**config.mk**
```make
export PLATFORM = sky130hd
export DESIGN_NAME = uart_wb_host
export DESIGN_NICKNAME = d
export VERILOG_FILES = /design/src/rtl/uart_host_pkg.sv /design/src/rtl/uart_wb_master_port.sv /design/src/rtl/uart_wb_host.sv
export SDC_FILE = /design/constraint.sdc
export NUM_CORES = 1
export LEC_CHECK = 0
export CAP_MARGIN = 20
export CORE_MARGIN = 10
export CORE_UTILIZATION = 50
export DETAILED_ROUTE_END_ITERATION = 8
export DONT_BUFFER_PORTS = 1
export HOLD_SLACK_MARGIN = 0.02
export RECOVER_POWER = 100
export SLEW_MARGIN = 20
export SYNTH_ARGS = -nofsm -noshare
export SYNTH_HDL_FRONTEND = slang
export SYNTH_SLANG_ARGS = --single-unit
```
**constraint.sdc**
```tcl
create_clock -name wb_clk_i -period 3.5 [get_ports wb_clk_i]
set_clock_uncertainty 0.1 [all_clocks]
set_input_delay 0.35 -clock wb_clk_i [delete_from_list [all_inputs] [get_ports wb_clk_i]]
set_output_delay 0.35 -clock wb_clk_i [all_outputs]
set_load 0.03 [all_outputs]
```
**src/rtl/uart_host_pkg.sv**
```systemverilog
// Shared definitions for the UART Wishbone host: register map, init values,
// LSR bit positions, FSM states and the request record used by the sequencer.
package uart_host_pkg;

  // UART register map on the 8-bit bus (DLAB selects DLL/DLM at 0/1)
  localparam logic [2:0] REG_RBR = 3'd0;
  localparam logic [2:0] REG_THR = 3'd0;
  localparam logic [2:0] REG_DLL = 3'd0;
  localparam logic [2:0] REG_IER = 3'd1;
  localparam logic [2:0] REG_DLM = 3'd1;
  localparam logic [2:0] REG_FCR = 3'd2;
  localparam logic [2:0] REG_LCR = 3'd3;
  localparam logic [2:0] REG_LSR = 3'd5;

  // 8N1 with DLAB set, 8N1 with DLAB clear, FIFOs enabled and cleared
  localparam logic [7:0] LCR_DLAB_8N1 = 8'h83;
  localparam logic [7:0] LCR_8N1      = 8'h03;
  localparam logic [7:0] FCR_INIT     = 8'h07;

  localparam int LSR_DR   = 0;
  localparam int LSR_THRE = 5;

  localparam logic [2:0] INIT_LAST = 3'd5;

  typedef enum logic [1:0] {
    INIT,
    POLL,
    RX_READ,
    TX_WRITE
  } host_state_t;

  typedef struct packed {
    logic       we;
    logic [2:0] adr;
    logic [7:0] dat;
  } wb_req_t;

  localparam wb_req_t LSR_REQ = '{we: 1'b0, adr: REG_LSR, dat: 8'h00};
  localparam wb_req_t RBR_REQ = '{we: 1'b0, adr: REG_RBR, dat: 8'h00};
  // THR data is taken live from the tx stream at launch; dat here is unused
  localparam wb_req_t THR_REQ = '{we: 1'b1, adr: REG_THR, dat: 8'h00};

  // Write for one step of the configuration sequence
  function automatic wb_req_t init_req(input logic [2:0] step, input logic [15:0] div);
    wb_req_t r;
    r.we = 1'b1;
    case (step)
      3'd0:    begin r.adr = REG_LCR; r.dat = LCR_DLAB_8N1; end
      3'd1:    begin r.adr = REG_DLL; r.dat = div[7:0];     end
      3'd2:    begin r.adr = REG_DLM; r.dat = div[15:8];    end
      3'd3:    begin r.adr = REG_LCR; r.dat = LCR_8N1;      end
      3'd4:    begin r.adr = REG_FCR; r.dat = FCR_INIT;     end
      default: begin r.adr = REG_IER; r.dat = 8'h00;        end
    endcase
    return r;
  endfunction

endpackage

```
**src/rtl/uart_wb_master_port.sv**
```systemverilog
// Single-transfer Wishbone initiator. A request is accepted when idle and
// held on the bus until ack or until the ack timeout expires. done and tout
// are combinational and mark the edge on which the cycle ends.
module uart_wb_master_port #(
  parameter int ADDR_W      = 3,
  parameter int ACK_TIMEOUT = 255
) (
  input  logic              wb_clk_i,
  input  logic              wb_rst_i,
  input  logic              req,
  input  logic              req_we,
  input  logic [ADDR_W-1:0] req_adr,
  input  logic [7:0]        req_dat,
  output logic              busy,
  output logic              done,
  output logic              tout,
  output logic [ADDR_W-1:0] wb_adr_o,
  output logic [7:0]        wb_dat_o,
  output logic              wb_we_o,
  output logic              wb_stb_o,
  output logic              wb_cyc_o,
  input  logic              wb_ack_i,
  output logic              err_o
);

  localparam int CNT_W = (ACK_TIMEOUT < 2) ? 1 : $clog2(ACK_TIMEOUT);
  localparam logic [CNT_W-1:0] CNT_LAST = CNT_W'(ACK_TIMEOUT - 1);

  logic [CNT_W-1:0] cnt;

  assign busy = wb_stb_o;
  assign done = wb_stb_o & wb_ack_i;
  assign tout = wb_stb_o & ~wb_ack_i & (cnt == CNT_LAST);

  // Launch on request when idle; end the cycle on ack or on timeout.
  // Dropping stb on the ending edge guarantees an idle cycle before relaunch.
  always_ff @(posedge wb_clk_i) begin
    if (wb_rst_i) begin
      wb_stb_o <= 1'b0;
      wb_cyc_o <= 1'b0;
      wb_we_o  <= 1'b0;
      wb_adr_o <= '0;
      wb_dat_o <= 8'h00;
      cnt      <= '0;
      err_o    <= 1'b0;
    end else if (!wb_stb_o) begin
      if (req) begin
        wb_stb_o <= 1'b1;
        wb_cyc_o <= 1'b1;
        wb_we_o  <= req_we;
        wb_adr_o <= req_adr;
        wb_dat_o <= req_dat;
        cnt      <= '0;
      end
    end else if (wb_ack_i) begin
      wb_stb_o <= 1'b0;
      wb_cyc_o <= 1'b0;
    end else if (cnt == CNT_LAST) begin
      wb_stb_o <= 1'b0;
      wb_cyc_o <= 1'b0;
      err_o    <= 1'b1;
    end else begin
      cnt <= cnt + 1'b1;
    end
  end

endmodule

```
**src/rtl/uart_wb_host.sv**
```systemverilog
// Configures the UART for 8N1, then polls LSR and moves bytes between the
// tx/rx streams and THR/RBR. The FSM issues one request at a time to the
// master port and picks the next request on the edge the current one ends.
module uart_wb_host
  import uart_host_pkg::*;
#(
  parameter int          ADDR_W      = 3,
  parameter logic [15:0] DIVISOR     = 16'd27,
  parameter int          ACK_TIMEOUT = 255
) (
  input  logic              wb_clk_i,
  input  logic              wb_rst_i,
  output logic [ADDR_W-1:0] wb_adr_o,
  output logic [7:0]        wb_dat_o,
  input  logic [7:0]        wb_dat_i,
  output logic              wb_we_o,
  output logic              wb_stb_o,
  output logic              wb_cyc_o,
  input  logic              wb_ack_i,
  input  logic [7:0]        tx_data_i,
  input  logic              tx_valid_i,
  output logic              tx_ready_o,
  output logic [7:0]        rx_data_o,
  output logic              rx_valid_o,
  input  logic              rx_ready_i,
  output logic              init_done_o,
  output logic              err_o
);

  host_state_t state;
  logic [2:0]  step;
  logic        req_pend;
  wb_req_t     req_r;

  logic        busy, done, tout;
  logic        req;
  logic [7:0]  req_dat;

  // A THR write only launches while the source still offers a byte
  assign req     = req_pend & ((state != TX_WRITE) | tx_valid_i);
  assign req_dat = (state == TX_WRITE) ? tx_data_i : req_r.dat;

  uart_wb_master_port #(
    .ADDR_W      (ADDR_W),
    .ACK_TIMEOUT (ACK_TIMEOUT)
  ) u_port (
    .wb_clk_i (wb_clk_i),
    .wb_rst_i (wb_rst_i),
    .req      (req),
    .req_we   (req_r.we),
    .req_adr  (ADDR_W'(req_r.adr)),
    .req_dat  (req_dat),
    .busy     (busy),
    .done     (done),
    .tout     (tout),
    .wb_adr_o (wb_adr_o),
    .wb_dat_o (wb_dat_o),
    .wb_we_o  (wb_we_o),
    .wb_stb_o (wb_stb_o),
    .wb_cyc_o (wb_cyc_o),
    .wb_ack_i (wb_ack_i),
    .err_o    (err_o)
  );

  // Sequencer: init writes, LSR poll, RBR read / THR write, rx holding register
  always_ff @(posedge wb_clk_i) begin
    if (wb_rst_i) begin
      state       <= INIT;
      step        <= 3'd0;
      req_pend    <= 1'b1;
      req_r       <= init_req(3'd0, DIVISOR);
      init_done_o <= 1'b0;
      tx_ready_o  <= 1'b0;
      rx_valid_o  <= 1'b0;
      rx_data_o   <= 8'h00;
    end else begin
      tx_ready_o <= 1'b0;
      if (rx_valid_o && rx_ready_i) rx_valid_o <= 1'b0;
      if (req && !busy) req_pend <= 1'b0;

      case (state)
        INIT: begin
          if (done) begin
            req_pend <= 1'b1;
            if (step == INIT_LAST) begin
              init_done_o <= 1'b1;
              state       <= POLL;
              req_r       <= LSR_REQ;
            end else begin
              step  <= step + 3'd1;
              req_r <= init_req(step + 3'd1, DIVISOR);
            end
          end else if (tout) begin
            req_pend <= 1'b1;  // retry the same step
          end
        end

        POLL: begin
          if (done) begin
            req_pend <= 1'b1;
            // rx first so the UART FIFO drains before it overruns
            if (wb_dat_i[LSR_DR] && !rx_valid_o) begin
              state <= RX_READ;
              req_r <= RBR_REQ;
            end else if (wb_dat_i[LSR_THRE] && tx_valid_i) begin
              state <= TX_WRITE;
              req_r <= THR_REQ;
            end else begin
              req_r <= LSR_REQ;
            end
          end else if (tout) begin
            req_pend <= 1'b1;
            req_r    <= LSR_REQ;
          end
        end

        RX_READ: begin
          if (done) begin
            rx_data_o  <= wb_dat_i;
            rx_valid_o <= 1'b1;
          end
          if (done || tout) begin
            state    <= POLL;
            req_pend <= 1'b1;
            req_r    <= LSR_REQ;
          end
        end

        TX_WRITE: begin
          if (done) tx_ready_o <= 1'b1;
          if (done || tout) begin
            state    <= POLL;
            req_pend <= 1'b1;
            req_r    <= LSR_REQ;
          end else if (req_pend && !busy && !tx_valid_i) begin
            // byte withdrawn before launch: skip the write, keep polling
            state <= POLL;
            req_r <= LSR_REQ;
          end
        end

        default: begin
          state    <= POLL;
          req_pend <= 1'b1;
          req_r    <= LSR_REQ;
        end
      endcase
    end
  end

endmodule

```
==> metrics.md, run 1 <==
| Metric | Value |
|---|---|
| Status | complete, no violations |
| DR vias/cell | around 5.6 |
| Tightest Hold Check Type | in -> reg |
| 1st-iter DRT viols | around 110 |
| Req. time, crit path | approximately 3.6 ns |
| Library cells used by synthesis | between 50 and 60 |
| Multi-input gate area | 1110 sq um |
| Routability cong. | 0.839 |
| Total Power | 1.18 mW |
| Fillcell total | 430 |
| Critical path arrival | between 2 and 2.5 ns |
| Slew @ Worst Pin | around 1 ns |
| Htree depth | 2 |
| Routed WL | ~5.0 mm |
| Worst-path fanout max | 12 |
| Final setup viols | 0 |
| Detailed placement HPWL | 3.52 mm |
| Mapped Nets | 277 |
| DRT Pass-1 Iters | 4 |
| Maximum capacitance violations | 0 |
| Die height | ~86 um |
| Synth Register Bits | 48 |
| Synth warn | 0 |
| Top FF cell, synth | dfxtp_1 |
| Post-CTS Resized | 0 |
| Layout area overhead | 3.74% |
| Largest net degree at the start of global routing | 31 |
| Max VDD drop | around 220 uV |
| Number of synthesized flops with an enable pin | 0 |
| Worst-case clock buffer depth | 2 |
| Port bufs | 0 |
| PD cells | 514 nW/um^2 |
| Cells after Synth | 249 |
| Initial core utilization | 51.0% |
| Nets | 273 |
| Part of the power in registers | a little over half |
| Fin crit period | 2.28 ns |
| Num CTS Buffers | 5 |
| ANT cells | 0 |
| Final instance area | between 2000 and 2500 sq um |
| Switching share of total power | 27.8% |
| Sequential cell area | 961 sq um |
| # rows | 24 |
| DR DRC count | 0 |
| CP max-delay cell | nor3b_1 |
| TritonCTS clock tree | yes |
| Clk_lat worst skew | 0.30 ns |
| Post-CTS setup buffers | 0 |
| CTS root buf | clkbuf_8 |
| Lkg Pwr | about 0.82 nW |
| First-pass GRT wire length | 8.02 mm |
| Clock slew seen by the registers of the worst setup and hold paths | 0.09 ns |
| Vias | 1679 |
| Top cell by count, worst path | nand2_1 |
| Final Hold Fails | 0 |
| Die area | 7470 sq um |
| Combinational share of power | 9.2% |
| RSZ-0062 raised after global routing | false |
| Number of clock sinks | 48 |
| Worst-path cell chain | nand2_1 > nor3b_1 > nand2_1 > a21oi_1 |
| CP max stage delay | 0.85 ns |
| Share of cells above drive strength 1 | 6.50% |
| Worst rel slew slack | 33.0% |
| CP Capture Type | register |
| Wirelength per Cell | between 15 and 20 um |
| Area of the core | 4320 sq um |
| Asr flop ratio synth | 0% |
| Total I/O pin count | 47 |
| Total GRT Usage | 13.3% |
| Final ANT Viol Nets | 0 |
| Final core utilization | between 50% and 60% |
| Global route overflow | 0 |
| Slew Limit Fails | 0 |
| Crit path kind | reg -> reg |
| Post-synthesis area per instance | a little under 9 sq um |
| Seq/Total Area, Yosys | about 44% |
| Crit path launch type | register |
| Cell Int Power | between 800 and 900 uW |
| TNS Setup | 0 ns |
| NetSw | approximately 330 uW |
| Dpl cell area | 2180 sq um |
| Clock Power Share | 36.2% |
| Post-route clock period utilization | 65.1% |
| Die W | 86.4 um |
| Syn Std Cell Area | approximately 2200 sq um |
| Initial antenna violation count | 0 |
| Vias in the first global route | 1570 |
| Max Clk Rate | 439 MHz |
-- logic make-up (layout without fill, tap and decap cells) --
group	Yosys count	in the layout	synth area share [%]
xor+xnor	7	7	2.78
mux	3	3	1.36
compound gates	62	62	18.6
buf+inv	20	17	5.45
fa+ha+maj	7	7	3.97
flops	48	48	43.6
simple gates	102	102	24.3
-- worst max-delay path, delay by kind of cell, from the launching register on --
family	cells	cell delay, ns
AO/OA/AOI/OAI	1	0.14
flip-flops	1	0.75
AND/OR/NAND/NOR	3	1.22
-- worst paths after layout --
path,slack (ns),cells past startpoint,end,startpoint
worst min-delay path,0.04,2,req_pend,wb_rst_i
worst max register to register,1.22,4,rx_data_o[7],u_port.busy
worst max-delay path,1.22,4,rx_data_o[7],u_port.busy
worst min register to register,0.36,1,req_r[9],req_r[9]
-- flip-flops by register name, indices dropped and copies added (netlist names) --
name	cells
u_port.wb_cyc_o	1
u_port.wb_adr_o	3
u_port.wb_dat_o	8
rx_valid_o	1
u_port.busy	1
tx_ready_o	1
u_port.wb_we_o	1
u_port.cnt	8
req_r	8
state	2
req_pend	1
init_done_o	1
step	3
u_port.err_o	1
rx_data_o	8
-- routing by layer --
metal	vias to the layer above	GRT usage (%)	share of wire [%]
li1	870	-	-
met1	745	17.9	48
met2	58	17.9	40
met3	6	6.85	11
met4	0	3.98	1.1
met5	-	0	0
-- synth_stat cells (2+ instances only) --
| master | count | area share, % |
|---|---|---|
| a21o_1 | 2 | 0.68 |
| dfxtp_1 | 48 | 44 |
| a31oi_1 | 2 | 0.57 |
| and2_1 | 3 | 0.85 |
| buf_6 | 3 | 1.5 |
| nor2b_1 | 2 | 0.57 |
| o31ai_1 | 3 | 1.0 |
| nand2_1 | 41 | 7.0 |
| nand4_1 | 3 | 0.85 |
| o211ai_1 | 2 | 0.68 |
| a31o_1 | 2 | 0.79 |
| a21oi_1 | 28 | 6.4 |
| ha_1 | 7 | 4.0 |
| xor2_1 | 3 | 1.2 |
| a311oi_1 | 3 | 1.2 |
| a211oi_1 | 5 | 1.7 |
| nand3_1 | 8 | 1.8 |
| nor2_1 | 17 | 2.9 |
| nor3_1 | 5 | 1.1 |
| and3_1 | 3 | 0.85 |
| buf_4 | 6 | 2.0 |
| clkinv_1 | 2 | 0.34 |
| mux2i_1 | 3 | 1.4 |
| a221o_1 | 2 | 0.91 |
| nand4b_1 | 2 | 0.79 |
| o21ai_1 | 2 | 0.45 |
| inv_1 | 6 | 1.0 |
| clkbuf_1 | 3 | 0.51 |
| nand2b_1 | 4 | 1.1 |
| xnor2_1 | 4 | 1.6 |
| o21ai_0 | 3 | 0.68 |
-- cell usage in the layout, fill, tap and decap left out, types with 5 or more instances in the layout --
master,synthesis,layout
a211oi_1,5,5
a21oi_1,28,29
clkbuf_8,0,6
dfxtp_1,48,48
ha_1,7,7
inv_1,6,6
nand2_1,41,41
nand2b_1,4,5
nand3_1,8,8
nor2_1,17,17
nor3_1,5,5
-- layout make-up --
type | count | share of cell area (%)
clock buffers | 6 | 3.61
clock inverters | 2 | 1.69
inverters | 8 | 1.31
multi-input cells | 181 | 48.3
flip-flops and latches | 48 | 42.0
well taps | 52 | 2.84
repair buffers | 1 | 0.219
-- power groups by stage --
stage	Combinational [mW]	Clock, mW	Sequential [mW]
2_1_floorplan	0.107	0	0.644
3_3_place_gp	0.106	0	0.656
3_5_place_dp	0.107	0	0.656
4_1_cts	0.114	0.436	0.644
5_1_grt	0.125	0.459	0.647
6_report	0.108	0.426	0.641
-- through the flow --
stage | worst slack (ns) | hold WS, ns | cells
floorplan | 1.74 | 0.326 | 249
global placement | 1.53 | 0.325 | 289
detailed placement | 1.47 | 0.325 | 289
CTS | 1.45 | 0.0305 | 298
global route | 0.957 | 0.0341 | 298
finish | 1.22 | 0.0425 | 298
-- timing repair --
item                                    in CTS  in global routing
hold buffers                                 1                  0
endpoints found under the hold margin       30                  0
endpoints found under the setup margin       0                  0
No activity file was read; power rests on OpenSTA's default activity.
==> inputs of run 2 (changes only) <==
Settings changed: ABC_AREA set to 1, PLACE_DENSITY set to 0.68.
Clock period 3.5 ns to 1.9 ns, I/O delays scaled along.
==> metrics.md, run 2 <==
| Metric | Value |
|---|---|
| Post-synth top cells | nand2_1 (75), dfxtp_1 (48), nor2_1 (40) (was dfxtp_1 (48), nand2_1 (41), a21oi_1 (28)) |
| CP max-delay cell | dfxtp_1 (was nor3b_1) |
| Commonest non-fill, non-tap cell in the layout | nand2_1 (was dfxtp_1) |
| Post-synthesis area per instance | 7.20 sq um (was 8.86 sq um) |
| Routability cong. | 0.853 (was 0.839) |
| ANT cells | 0 (unchanged) |
| Cells after Synth | 305 (was 249) |
| CP delay by family, top | simple AND/OR/NAND/NOR gates (unchanged) |
| Clk_lat worst skew | 0.30 ns (about the same) |
| DR DRC count | 0 (unchanged) |
| Die area | 7440 sq um (was 7470 sq um) |
| Dpl cell area | 2280 sq um (was 2180 sq um) |
| Clock slew seen by the registers of the worst setup and hold paths | 0.09 ns (about the same) |
| FF-to-FF path depth | 9 (was 4) |
| Status | complete, no violations (unchanged) |
| Combinational share of power | 14.6% (was 9.2%) |
| Worst r2r src | u_port.cnt[0] (was u_port.busy) |
| Nets | 358 (was 273) |
| Die W | 86.3 um (was 86.4 um) |
| CTS root buf | clkbuf_8 (unchanged) |
| First-pass GRT wire length | 8.67 mm (was 8.02 mm) |
| CP max stage delay | 0.33 ns (was 0.85 ns) |
| Lkg Pwr | 1.13 nW (was 0.820 nW) |
| Part of the power in registers | 56.3% (was 54.6%) |
| DR vias/cell | 5.17 (was 5.63) |
| Htree depth | 2 (unchanged) |
| Commonest cells after routing, fill and taps aside | nand2_1 (76), dfxtp_1 (48), nor2_1 (41), nand3_1 (33), inv_1 (27) (was dfxtp_1 (48), nand2_1 (41), a21oi_1 (29), nor2_1 (17), nand3_1 (8)) |
| Total I/O pin count | 47 (unchanged) |
| PD cells | 845 nW/um^2 (was 514 nW/um^2) |
| Top cell by count, worst path | nor2_1 (was nand2_1) |
| Top cells by area, synth | dfxtp_1 (44%), nand2_1 (13%), nand3_1 (7.5%) (was dfxtp_1 (44%), nand2_1 (7.0%), a21oi_1 (6.4%)) |
| Crit path launch type | register (unchanged) |
| Layout area overhead | 14.7% (was 3.74%) |
| Number of clock sinks | 48 (unchanged) |
| Port bufs | 0 (unchanged) |
| Cell taking the most area after synthesis | dfxtp_1 (unchanged) |
| Maximum capacitance violations | 0 (unchanged) |
| Seq/Total Area, Yosys | 43.8% (was 43.6%) |
| Worst-path cell chain | inv_1 > ha_1 > nand2_1 > nor2_1 > nand3_1 > nand3_2 > nand3_4 > nor2_1 > nor2_1 (was nand2_1 > nor3b_1 > nand2_1 > a21oi_1) |
| Slew @ Worst Pin | 0.519 ns (was 1.00 ns) |
| Crit path depth | 9 (was 4) |
| Synth warn | 0 (unchanged) |
| Library cells used by synthesis | 29 (was 53) |
| Worst rel slew slack | 65.3% (was 33.0%) |
| Post-CTS setup buffers | 0 (unchanged) |
| DRT Pass-1 Iters | 4 (unchanged) |
| Die height | 86.3 um (was 86.4 um) |
| TritonCTS clock tree | yes (unchanged) |
| Switching share of total power | 30.3% (was 27.8%) |
| Largest net degree at the start of global routing | 15 (was 31) |
| Worst-case clock buffer depth | 2 (unchanged) |
| Clock Power Share | 29.1% (was 36.2%) |
| Cell Int Power | 1.48 mW (was 849 uW) |
| Final Hold Fails | 0 (unchanged) |
| Vias | 1974 (was 1679) |
| Critical Path Start | u_port.cnt[0] (was u_port.busy) |
| 1st-iter DRT viols | 151 (was 112) |
| Area of the core | 4290 sq um (was 4320 sq um) |
| Multi-input gate area | 1060 sq um (was 1110 sq um) |
| Crit path kind | reg -> reg (unchanged) |
| Post-route clock period utilization | 89.8% (was 65.1%) |
| Share of cells above drive strength 1 | 7.27% (was 6.50%) |
| Fin crit period | 1.71 ns (was 2.28 ns) |
| # rows | 24 (unchanged) |
| Hold path depth | 3 (was 2) |
| CP Capture Type | register (unchanged) |
| Routed WL | 5.18 mm (was 5.02 mm) |
| Initial antenna violation count | 0 (unchanged) |
| Global route overflow | 0 (unchanged) |
| Fillcell total | 414 (was 430) |
| Critical path arrival | 1.81 ns (was 2.42 ns) |
| Syn Std Cell Area | 2200 sq um (was 2210 sq um) |
| Final instance area | 2520 sq um (was 2290 sq um) |
| Final ANT Viol Nets | 0 (unchanged) |
| Synth Register Bits | 48 (unchanged) |
| Vias in the first global route | 1862 (was 1570) |
| Total GRT Usage | 14.2% (was 13.3%) |
| Number of synthesized flops with an enable pin | 0 (unchanged) |
| Worst R2R End | req_r[10] (was rx_data_o[7]) |
| Tightest Hold Check Type | in -> reg (unchanged) |
| Final setup viols | 0 (unchanged) |
| Max VDD drop | 445 uV (was 223 uV) |
| Worst R2R Setup Slack | 0.19 ns (was 1.22 ns) |
| Initial core utilization | 51.1% (was 51.0%) |
| NetSw | 644 uW (was 327 uW) |
| RSZ-0062 raised after global routing | false (unchanged) |
| TNS Setup | 0 ns (unchanged) |
| Crit path to | req_r[10] (was rx_data_o[7]) |
| Mapped Nets | 333 (was 277) |
| Slew Limit Fails | 0 (unchanged) |
| Top-count cell post-synth | nand2_1 (was dfxtp_1) |
| Max Clk Rate | 586 MHz (was 439 MHz) |
| Wirelength per Cell | 13.6 um (was 16.9 um) |
| Bufs and invs on worst path | 1 (was 0) |
| Area share of the largest cell type after synthesis | 43.8% (was 43.6%) |
| Num CTS Buffers | 5 (unchanged) |
| Worst-path fanout max | 10 (was 12) |
| Top FF cell, synth | dfxtp_1 (unchanged) |
| Detailed placement HPWL | 3.86 mm (was 3.52 mm) |
| Sequential cell area | 961 sq um (unchanged) |
| Asr flop ratio synth | 0% (unchanged) |
| Req. time, crit path | 2.00 ns (was 3.64 ns) |
[run 2: changes by cell type in the layout (fill, tap and decap cells not counted), moves of 5 or more]
cell           change
inv_1             +21
nand2b_1           -5
nand3_1           +25
a21oi_1           -17
nand2_1           +35
a211oi_1           -5
o21ai_0           +21
nor2_1            +24
dlygate4sd3_1     +18
[run 2: cell families after synthesis]
| kind of cell | count (synthesis) | synth area share (%) |
|---|---|---|
| and+or+nand+nor | 166 | 33.1 |
| DFF | 48 | 43.8 |
| AOI/OAI and AO/OA | 45 | 11.4 |
| buffers and inverters | 37 | 6.89 |
| adders and majority gates | 7 | 3.99 |
| xor gates and xnor gates | 1 | 0.399 |
| muxes | 1 | 0.456 |
[run 2: per-stage QoR]
step           power, mW  hold WS, ns  util [%]  std cells  worst slack (ns)
2_1_floorplan       1.45        0.169         -        305             0.369
3_3_place_gp        1.51        0.163      53.0        357             0.287
3_5_place_dp        1.52        0.165      53.0        357             0.221
4_1_cts             2.16       0.0382      59.4        382             0.198
5_1_grt             2.23       0.0473      58.7        382            0.0445
6_report            2.13       0.0508      58.7        382             0.195
[run 2: worst min path at each step]
stage	endpoint	from
global placement	state[1]	wb_rst_i
finish	state[0]	wb_dat_i[0]
CTS	state[0]	wb_dat_i[0]
detailed placement	state[0]	wb_rst_i
floorplan	tx_ready_o	wb_rst_i
global route	state[0]	wb_dat_i[0]
[run 2: cell type report]
type | instances | area share (%)
well taps | 52 | 2.58
inverters | 30 | 4.57
multi-input cells | 220 | 42.2
clock inverters | 1 | 0.348
flip-flops and latches | 48 | 38.2
repair buffers | 25 | 8.84
clock buffers | 6 | 3.28
[run 2: per-layer routing]
layer	vias to the layer above	wire [um]	global-route usage [%]
met5	-	0	0
met4	0	61	4.86
met3	5	475	6.66
met2	52	2350	22.5
met1	880	2290	16.4
li1	1037	-	-
[run 2: tightest hold or removal path, delay by kind of cell]
kind,cells,cell delay [ns]
simple gates,2,0.15
compound gates,1,0.06
[run 2: power groups by stage]
stage | combinational [mW] | sequential (mW) | clock [mW]
after global placement | 0.284 | 1.22 | 0
after floorplan | 0.234 | 1.21 | 0
after detailed placement | 0.290 | 1.23 | 0
after CTS | 0.326 | 1.20 | 0.635
after global routing | 0.355 | 1.21 | 0.666
final | 0.311 | 1.20 | 0.619
[run 2: repair_timing]
action | 4_1_cts | 5_1_grt
gates resized for setup | 0 | 0
endpoints found under the hold margin | 31 | 0
hold buffers | 18 | 0
